## src/rtl/fpu_issue_ctrl_pkg.sv

```systemverilog
// fpu_pkg: shared state encoding, FP op codes and result constants for the FPU issue controller
package fpu_pkg;
  typedef enum logic [2:0] {IDLE, ISSUE, WAIT, DONE, ABORT} state_t;
  localparam logic [4:0] FADD = 5'b10000;
  localparam logic [4:0] FSUB = 5'b10001;
  localparam logic [4:0] FMUL = 5'b10010;
  localparam logic [4:0] FDIV = 5'b10011;
  localparam logic [4:0] FSQRT = 5'b11011;
  localparam logic [31:0] CANON_NAN = 32'h7FC0_0000;
endpackage

```

## src/rtl/fpu_issue_ctrl_if.sv

```systemverilog
// fpu_issue_ctrl_if: issue/completion handshake between the EX-stage controller and the FPU
interface fpu_issue_ctrl_if;
  logic fpu_start;
  logic [4:0] fpu_op;
  logic [31:0] fpu_a;
  logic [31:0] fpu_b;
  logic fpu_done;
  logic [31:0] fpu_result;
  modport master (output fpu_start, fpu_op, fpu_a, fpu_b, input fpu_done, fpu_result);
  modport slave (input fpu_start, fpu_op, fpu_a, fpu_b, output fpu_done, fpu_result);
endinterface

```

## src/rtl/fpu_issue_ctrl_watchdog.sv

```systemverilog
// fpu_watchdog: 4-bit cycle counter that flags when MAX_LAT enabled cycles have elapsed
module fpu_watchdog #(
  parameter int MAX_LAT = 15
) (
  input  logic clk,
  input  logic rstn,
  input  logic clear,
  input  logic enable,
  output logic expired
);
  localparam logic [3:0] LIM = 4'(MAX_LAT - 1);
  logic [3:0] cnt;
  // expiry fires during the MAX_LAT-th enabled cycle so the FSM leaves on the next edge
  assign expired = enable & (cnt == LIM);
  always_ff @(posedge clk or negedge rstn)
    if (!rstn) cnt <= '0;
    else cnt <= clear ? '0 : enable ? cnt + 4'd1 : cnt;
endmodule

```

## src/rtl/fpu_issue_ctrl.sv

```systemverilog
// fpu_issue_ctrl: EX-stage initiator that issues FP ops to the multi-cycle FPU and stalls until completion
module fpu_issue_ctrl
  import fpu_pkg::*;
#(
  parameter int MAX_LAT = 15
) (
  input  logic        clk,
  input  logic        rstn,
  input  logic        ex_valid,
  input  logic [4:0]  alu_control,
  input  logic [31:0] src_a,
  input  logic [31:0] src_b,
  input  logic        flush,
  fpu_issue_ctrl_if.master fpu,
  output logic        stall,
  output logic        result_valid,
  output logic [31:0] fp_result_ex,
  output logic        busy,
  output logic        timeout_err
);
  state_t state;
  logic fp_op, trigger, wd_en, expired;
  assign fp_op = ex_valid & alu_control[4];
  assign trigger = fp_op & ~flush;
  assign wd_en = (state == WAIT) | (state == ABORT);
  assign busy = state != IDLE;
  // while draining an aborted op, only a new FP op has to wait; other instructions flow
  assign stall = ((state == IDLE) & trigger) | (state == ISSUE) | (state == WAIT) | ((state == ABORT) & fp_op);
  fpu_watchdog #(.MAX_LAT(MAX_LAT)) u_wd (
    .clk(clk),
    .rstn(rstn),
    .clear(~wd_en),
    .enable(wd_en),
    .expired(expired)
  );
  always_ff @(posedge clk or negedge rstn)
    if (!rstn) begin
      state <= IDLE;
      fpu.fpu_start <= 1'b0;
      fpu.fpu_op <= '0;
      fpu.fpu_a <= '0;
      fpu.fpu_b <= '0;
      result_valid <= 1'b0;
      fp_result_ex <= '0;
      timeout_err <= 1'b0;
    end else begin
      fpu.fpu_start <= 1'b0;
      result_valid <= 1'b0;
      case (state)
        IDLE: if (trigger) begin
          state <= ISSUE;
          fpu.fpu_start <= 1'b1;
          fpu.fpu_op <= alu_control;
          fpu.fpu_a <= src_a;
          fpu.fpu_b <= src_b;
        end
        ISSUE: state <= flush ? ABORT : WAIT;
        WAIT: if (fpu.fpu_done) begin
          state <= flush ? IDLE : DONE;
          result_valid <= ~flush;
          fp_result_ex <= flush ? fp_result_ex : fpu.fpu_result;
        end else if (flush) begin
          state <= ABORT;
        end else if (expired) begin
          state <= DONE;
          result_valid <= 1'b1;
          fp_result_ex <= CANON_NAN;
          timeout_err <= 1'b1;
        end
        DONE: state <= IDLE;
        ABORT: if (fpu.fpu_done) begin
          state <= IDLE;
        end else if (expired) begin
          state <= IDLE;
          timeout_err <= 1'b1;
        end
        default: state <= IDLE;
      endcase
    end
endmodule

```

## src/flat_wrapper.sv

```systemverilog
// flat-port wrapper written by rule: the top's interface ports become plain ports
module fpu_issue_ctrl_flat import fpu_pkg::*;
#(
  parameter int MAX_LAT = 15
)
  (clk, rstn, ex_valid, alu_control, src_a, src_b, flush, stall, result_valid, fp_result_ex, busy, timeout_err, fpu_fpu_start, fpu_fpu_op, fpu_fpu_a, fpu_fpu_b, fpu_fpu_done, fpu_fpu_result);
  fpu_issue_ctrl_if fpu_i ();
  input  logic clk;
  input  logic rstn;
  input  logic ex_valid;
  input  logic [4:0] alu_control;
  input  logic [31:0] src_a;
  input  logic [31:0] src_b;
  input  logic flush;
  output logic stall;
  output logic result_valid;
  output logic [31:0] fp_result_ex;
  output logic busy;
  output logic timeout_err;
  output wire logic [$bits(fpu_i.fpu_start)-1:0] fpu_fpu_start;
  output wire logic [$bits(fpu_i.fpu_op)-1:0] fpu_fpu_op;
  output wire logic [$bits(fpu_i.fpu_a)-1:0] fpu_fpu_a;
  output wire logic [$bits(fpu_i.fpu_b)-1:0] fpu_fpu_b;
  input wire logic [$bits(fpu_i.fpu_done)-1:0] fpu_fpu_done;
  input wire logic [$bits(fpu_i.fpu_result)-1:0] fpu_fpu_result;
  assign fpu_fpu_start = fpu_i.fpu_start;
  assign fpu_fpu_op = fpu_i.fpu_op;
  assign fpu_fpu_a = fpu_i.fpu_a;
  assign fpu_fpu_b = fpu_i.fpu_b;
  assign fpu_i.fpu_done = fpu_fpu_done;
  assign fpu_i.fpu_result = fpu_fpu_result;
  fpu_issue_ctrl #(.MAX_LAT(MAX_LAT)) u_core (.clk(clk), .rstn(rstn), .ex_valid(ex_valid), .alu_control(alu_control), .src_a(src_a), .src_b(src_b), .flush(flush), .fpu(fpu_i), .stall(stall), .result_valid(result_valid), .fp_result_ex(fp_result_ex), .busy(busy), .timeout_err(timeout_err));
endmodule
```

## config.mk

```make
export PLATFORM = sky130hd
export DESIGN_NAME = fpu_issue_ctrl_flat
export DESIGN_NICKNAME = d
export VERILOG_FILES = /design/src/rtl/fpu_issue_ctrl_pkg.sv /design/src/rtl/fpu_issue_ctrl_if.sv /design/src/rtl/fpu_issue_ctrl_watchdog.sv /design/src/rtl/fpu_issue_ctrl.sv /design/src/flat_wrapper.sv
export SDC_FILE = /design/constraint.sdc
export NUM_CORES = 1
export LEC_CHECK = 0
export ABC_AREA = 0
export CORE_ASPECT_RATIO = 0.6
export CORE_UTILIZATION = 40
export DETAILED_ROUTE_END_ITERATION = 12
export GPL_ROUTABILITY_DRIVEN = 0
export PLACE_DENSITY = 0.77
export SYNTH_ARGS = -nofsm -noshare
export SYNTH_HDL_FRONTEND = slang
export SYNTH_HIERARCHICAL = 1
export SYNTH_SLANG_ARGS = --single-unit
```

## constraint.sdc

```tcl
create_clock -name clk -period 2.4 [get_ports clk]
set_input_delay 0.72 -clock clk [delete_from_list [all_inputs] [get_ports clk]]
set_output_delay 0.72 -clock clk [all_outputs]
set_load 0.1 [all_outputs]
```

# Word-level counts from Yosys, hierarchy flattened
# Index checks and enable logic that the tools add are counted.
# totals
register_bits	111
input_bits	106
output_inout_bits	106
wordCells	63
# classes
n_addsub	1
eq_ne	10
mux	25
n_bitwise	10
n_reduce_logical	8
# ops
op	n
32-bit two-way mux	4
3-bit two-way mux	7
3-bit one-hot mux with 4 select lines	1
1-bit two-way mux	10
2-bit != test (second input constant)	3
3-bit AND reduction	2
1-bit AND	5
4-bit by 1-bit adder with 4-bit output (second input constant)	1
4-bit == test (second input constant)	1
4-bit two-way mux	1
4-bit by 3-bit != test with 1-bit output (second input constant)	1
1-bit OR	4
4-bit AND reduction	1
2-bit nonzero test	2
3-bit by 1-bit == test with 1-bit output (second input constant)	1
3-bit by 2-bit == test with 1-bit output (second input constant)	1
3-bit == test (second input constant)	1
3-bit logical NOT	1
3-bit by 2-bit != test with 1-bit output (second input constant)	1
3-bit nonzero test	1
2-bit two-way mux	1
2-bit by 1-bit != test with 1-bit output (second input constant)	1
1-bit one-hot mux with 2 select lines	1
2-bit AND reduction	1
1-bit inverter	1

# Depth between registers and ports, before layout
# Gate-level depths: netlist of the first run.
# logic_depth
ltp_word	7
depth_mapped	7
ltp_nobuf	6

# By module
# Netlist of the first run, hierarchy kept.
# by_module_without_submodules
module	n_inst	cells_per_inst	area_per_inst_um2	seq_area_each_um2
fpu_issue_ctrl	1	251	4028.9	2677.6
fpu_watchdog	1	20	222.7	100.1

# Worst setup path before layout of the first run
# OpenSTA, ideal clock, no wires.
# synth_timing
path_kind	input to output
start	in flush
end	out stall
t_arrival_ns	3.135
required_ns	1.680
path_slack_ns	-1.455
stages	3
path_buffers	0
path_cell_list	inv_1 > a31oi_1 > o32ai_1
# synth_via
elab_chain_cells	6
# synth_rtl
element	line_no	rtl
start: declaration	flat_wrapper.sv:14	input logic flush;
1-bit inverter	fpu_issue_ctrl.sv:24	assign trigger = fp_op & ~flush;
1-bit AND	fpu_issue_ctrl.sv:24	
1-bit AND	fpu_issue_ctrl.sv:28	assign stall = ((state == IDLE) & trigger) | (state == ISSUE) | (state == WAIT) | ((state == ABORT) & fp_op);
1-bit OR (3 in series)	fpu_issue_ctrl.sv:28	
end: declaration	flat_wrapper.sv:15	output logic stall;
# Every way passes these cells.

# Worst setup path after layout of the first run
# Ends and elaborated chain as after synthesis.

==> flow_summary_export.csv, run 1 <==
group,metric,value,unit
status,status,"finished clean",
drt,routed.top_layer,"met4",
setup_path,cp.required,1.68,ns
die,initial_utilization,42.1,%
cells_and_area,drive_gt1_share,42.9,%
synthesis,synth-compound-area-share,8.71,%
drt,wl_per_cell,16.8,um
clocking,tritoncts,"done",
die,coreArea,10100,um^2
synthesis,synthDominantCellAreaShare,65.3,%
synthesis,synth.distinct_cells,37,
synthesis,ys_warn_count,6,
drt,wl_met3,863,um
sta,hold-worst-slack,0.330,ns
die,die_w,135,um
synthesis,yosysSeqAreaShare,65.3,%
hold_path,hold_path.class,"input port to asynchronous set/reset pin",
sta,hold_viol,0,
drt,drc_errors,0,
placed_design,dp.cells,618,
synthesis,synth_nets,379,
cells_and_area,finalNonFillerCells,634,
drt,drtIter0Drc,115,
synthesis,synth-simple-area-share,3.59,%
die,dieArea,11100,um^2
run,max_cap_violations,0,
synthesis,async_reset_ff_share,100,%
synthesis,yosys.area.top_type,"dfrtp_1",
clocking,cts_max_path_buffers,2,
setup_path,cp-start-kind,"input port",
clocking,htreeDepth,3,
synthesis,synth.mux.area_fraction,18.4,%
synthesis,yosys-top-cells-area,"dfrtp_1 65%, mux2_2 17%, a22o_1 4.7%",
synthesis,synth_seq_cells,111,
clocking,post-cts-setup-buffer-count,0,
global_routing,grt_max_degree,50,
sta,setup_violations,0,
placed_design,post-dp-hpwl,8.10,mm
cells_and_area,area_growth,56.7,%
global_routing,globalRouteTotalUtil,19.3,%
sta,min_period,2.33,ns
sta,fmax,430,MHz
cells_and_area,finalNetCount,602,
drt,wl_met2,5.16,mm
setup_path,cp-end-kind,"primary output",
die,ios,212,
drt,drt_first_pass_iters,4,
synthesis,syn_inst,271,
drt,antenna_left,0,
synthesis,synth_edf_count,0,
die,die_height,81.9,um
synthesis,synth.most_common_cell,"dfrtp_1",
drt,wl_met1,4.54,mm
clocking,cts_root_buf,"clkbuf_16",
sta,final-max-slew-violation-count,0,
placed_design,io_buffers,211,
global_routing,antenna_found_initial,0,
global_routing,grt_pass1_vias,3072,
global_routing,grt-ovfl-total,0,
placed_design,postPlaceCellArea,6370,um^2
cells_and_area,final_area,6660,um^2
synthesis,syn_avg_cell_area,15.7,um^2
sta,slew_headroom,68.8,%
sta,fin_crit_sh,96.9,%
synthesis,synth_top_family_by_area,"multiplexers",
clocking,cts_made_buffers,9,
setup_path,path_max_fanout,2,
clocking,clk_latency,0.34,ns
synthesis,synthAdderAreaFrac,0.589,%
synthesis,synth.top_cells.by_count,"111 x dfrtp_1, 63 x mux2_2, 23 x a22o_1, 9 x o22a_1, 7 x buf_6",
setup_path,worstPathArrival,1.61,ns
die,num_rows,28,
sta,worstMarginPinSlew,0.469,ns
global_routing,grt_pass1_wl,16.0,mm
synthesis,synth_xor_area_share,0.412,%
clocking,path_clk_slew,0.07,ns
setup_path,path_class,"input port to primary output",
cells_and_area,fillCellCount,771,
cells_and_area,n_antenna_cell,0,
cells_and_area,utilization,66.0,%
drt,wl,10.6,mm
synthesis,synthFlopType,"dfrtp_1",
drt,vias,3072,
synthesis,syn-cell-area,4250,um^2
sta,rsz0062_at_grt,"false",
sta,skew,0.00485,ns
clocking,cts_sinks,111,
drt,drt-vias-per-instance,4.85,
[registers in the layout, indices dropped and copies added, names as in the netlist, 3 cells and up]
name	count
u_core/fpu.fpu_b	32
u_core/fpu.fpu_a	32
u_core/u_wd/cnt	4
u_core/fp_result_ex	32
u_core/state	3
u_core/fpu.fpu_op	5
[critical path, stage by stage]
cell and delay [ns]:
dlygate4sd2_1 0.25, inv_2 0.06, a31oi_2 0.09, o32ai_4 0.26, buf_12 0.21
[through the flow]
stage / setup TNS (ns) / setup slack, ns
6_report: 0 / 0.0746
5_1_grt: 0 / 0.0180
4_1_cts: 0 / 0.00894
3_5_place_dp: -1.15 / -0.162
3_3_place_gp: -0.130 / -0.130
2_1_floorplan: -0.0155 / -0.0155
[per-layer routing]
| metal | vias to the layer above | global-route usage, % |
|---|---|---|
| met1 | 1503 | 24.4 |
| met3 | 7 | 6.23 |
| met5 | - | 0 |
| met4 | 0 | 4.72 |
| met2 | 132 | 32.3 |
| li1 | 1430 | - |
[cells in the final DEF, fill, tap and decap left out, types with 2 or more instances in the layout]
master	count
nor3_1	2
nor2_1	3
a31oi_2	2
nand2b_1	4
mux2_1	5
inv_2	2
dfrtp_1	111
a21oi_1	3
clkinv_4	3
inv_1	3
mux2_2	63
clkdlybuf4s50_1	101
nor2b_1	2
o22a_1	9
xnor2_1	2
nand2_1	2
clkbuf_16	9
buf_4	116
buf_12	6
a22o_1	23
dlygate4sd2_1	3
ha_1	2
[kinds of logic (layout without fill, tap and decap cells)]
group,Yosys count,in the layout
simple gates,23,23
compound gates,45,45
fa+ha+maj,2,2
buf+inv,19,247
mux,69,69
flops,111,111
xor+xnor,2,2
[layout make-up]
class                           count  area [um^2]  share of cell area, %
Clock buffer                       11          243                   3.64
Multi-Input combinational cell    141         1390                   20.8
Tap cell                          135          169                   2.53
Clock inverter                      5         42.5                  0.638
Timing Repair Buffer              226         2030                   30.4
Inverter                            5         18.8                  0.282
Sequential cell                   111         2780                   41.7
[timing repair]
item	in CTS	in global routing
hold buffers	0	0
setup endpoints to repair	1	1
cloned	0	0
resized for setup	5	2
pin swaps	1	1
[path summary, 6_finish.rpt]
| kind | cells past startpoint | to | slack [ns] | startpoint |
|---|---|---|---|---|
| worst max register to register | 4 | u_core/fpu.fpu_a[18] | 0.27 | u_core/state[0] |
| max in group asynchronous | 2 | u_core/fpu.fpu_a[9] | 1.44 | rstn |
| worst max-delay path | 5 | stall | 0.07 | flush |
| worst min-delay path | 1 | u_core/fpu.fpu_a[16] | 0.33 | rstn |
| worst min register to register | 1 | u_core/fpu.fpu_op[4] | 0.48 | u_core/fpu.fpu_op[4] |
| min in group clk | 1 | u_core/fpu.fpu_op[4] | 0.48 | u_core/fpu.fpu_op[4] |
Power of run 1 is left out: the tool's default activity adds up to more than one toggle a clock period on the data nets, which glitch-free logic cannot reach.
==> run 2, diff against run 1 <==
--- a/config.mk
+++ b/config.mk
@@ -10,6 +10,7 @@
 export CORE_UTILIZATION = 40
 export DETAILED_ROUTE_END_ITERATION = 12
 export GPL_ROUTABILITY_DRIVEN = 0
+export MAX_ROUTING_LAYER = met4
 export PLACE_DENSITY = 0.77
 export SYNTH_ARGS = -nofsm -noshare
 export SYNTH_HDL_FRONTEND = slang
==> flow_summary_export.csv, run 2 (synthesis gave the netlist of run 1 again) <==
group,metric,value,unit
sta,min_period,2.33,ns
setup_path,max_stage_delay,0.26,ns
drt,drtIter0Drc,112,
global_routing,globalRouteTotalUtil,19.9,%
cells_and_area,multiInputGateArea,1390,um^2
setup_path,path_class,"input port to primary output",
global_routing,use_met1,25.0,%
drt,antenna_left,0,
setup_path,cp.required,1.68,ns
setup_path,path_cells,"dlygate4sd2_1 > inv_2 > a31oi_2 > o32ai_4 > buf_12",
sta,setup_violations,0,
cells_and_area,n_antenna_cell,0,
die,die_height,81.9,um
clocking,cts_max_path_buffers,2,
cells_and_area,area_growth,56.7,%
global_routing,grtUsageMet3,5.56,%
die,initial_utilization,42.1,%
setup_path,cp-start-kind,"input port",
status,status,"finished clean",
sta,fmax,430,MHz
placed_design,io_buffers,211,
die,ios,212,
cells_and_area,fillCellCount,771,
die,coreArea,10100,um^2
hold_path,hold_path.class,"input port to asynchronous set/reset pin",
drt,wl_per_cell,16.7,um
setup_path,worstPathArrival,1.61,ns
clocking,htreeDepth,3,
run,max_cap_violations,0,
placed_design,post-dp-hpwl,8.10,mm
global_routing,busiest_layer,"met2",
drt,vias,3059,
drt,drc_errors,0,
cells_and_area,layout_commonest_cell,"buf_4",
sta,rsz0062_at_grt,"false",
setup_path,cp_top_family,"buffers and inverters",
clocking,tritoncts,"done",
setup_path,path_max_fanout,2,
clocking,cts_root_buf,"clkbuf_16",
clocking,cts_made_buffers,9,
global_routing,grt-ovfl-total,0,
cells_and_area,finalNetCount,602,
drt,drt_first_pass_iters,4,
cells_and_area,top_regs,"u_core/fp_result_ex: 32 flops, u_core/fpu.fpu_a: 32 flops, u_core/fpu.fpu_b: 32 flops",
sta,worstMarginPinSlew,0.457,ns
global_routing,antenna_found_initial,0,
sta,skew,0.00376,ns
global_routing,grt_pass1_vias,3071,
global_routing,grt_pass1_wl,16.0,mm
sta,fin_crit_sh,96.9,%
die,num_rows,28,
setup_path,cp.buffers_inverters,3,
global_routing,grtUsageMet2,32.2,%
sta,final-max-slew-violation-count,0,
setup_path,crit_path_top_delay_cell,"o32ai_4",
die,dieArea,11100,um^2
sta,slew_headroom,69.5,%
drt,wl,10.6,mm
die,die_w,135,um
cells_and_area,seq_area,2780,um^2
sta,finalSetupTns,0,ns
clocking,cts_sinks,111,
drt,drt-vias-per-instance,4.82,
cells_and_area,drive_gt1_share,42.9,%
clocking,path_clk_slew,0.07,ns
global_routing,grt_max_degree,50,
sta,hold-worst-slack,0.333,ns
setup_path,cp-end-kind,"primary output",
sta,hold_viol,0,
cells_and_area,layout_common_cells,"116 x buf_4, 111 x dfrtp_1, 101 x clkdlybuf4s50_1",
clocking,clk_latency,0.34,ns
[run 2: worst paths after layout]
check                                  endpoint                 start  slack, ns  cells past startpoint
setup / recovery                          stall                 flush       0.07                      5
hold / removal             u_core/fpu.fpu_a[16]                  rstn       0.33                      1
setup reg to reg            u_core/fpu.fpu_a[8]       u_core/state[0]       0.27                      4
hold reg to reg            u_core/fpu.fpu_op[4]  u_core/fpu.fpu_op[4]       0.48                      1
max in group asynchronous   u_core/fpu.fpu_a[9]                  rstn       1.45                      2
min in group clk           u_core/fpu.fpu_op[4]  u_core/fpu.fpu_op[4]       0.48                      1
[run 2: worst register-to-register path: cells and delay by family (launching register included)]
kind / cells / cell delay (ns)
and+or+nand+nor: 2 / 0.85
buffers and inverters: 1 / 0.30
DFF: 1 / 0.45
muxes: 1 / 0.41
[run 2: what timing repair did]
| action | in CTS | in global routing |
|---|---|---|
| pin swaps | 1 | 1 |
| hold buffers | 0 | 0 |
| setup buffers | 0 | 0 |
| gates resized for setup | 5 | 2 |
| endpoints found under the setup margin | 1 | 1 |
[run 2: area by class of cell]
type                            count  area share [%]
Inverter                            5           0.282
Multi-Input combinational cell    141            20.8
Timing Repair Buffer              226            30.4
Sequential cell                   111            41.7
Tap cell                          135            2.53
Clock inverter                      5           0.638
Clock buffer                       11            3.64
[run 2: metrics by stage]
step	util, %	setup WS [ns]	area [um^2]	std cells
after floorplan	-	-0.0155	4270	271
after detailed placement	63.1	-0.162	6370	618
after global routing	66.0	0.0181	6660	634
after global placement	63.1	-0.130	6370	618
after CTS	66.0	0.00894	6660	634
final	66.0	0.0749	6660	634
[run 2: metal layers]
| metal | vias to the layer above | routed length [um] | share of wire, % |
|---|---|---|---|
| li1 | 1431 | - | - |
| met3 | 8 | 755 | 7.1 |
| met2 | 123 | 5100 | 48 |
| met4 | 0 | 87 | 0.82 |
| met5 | - | 0 | 0 |
| met1 | 1497 | 4650 | 44 |
Power of run 2 is left out for the same reason.
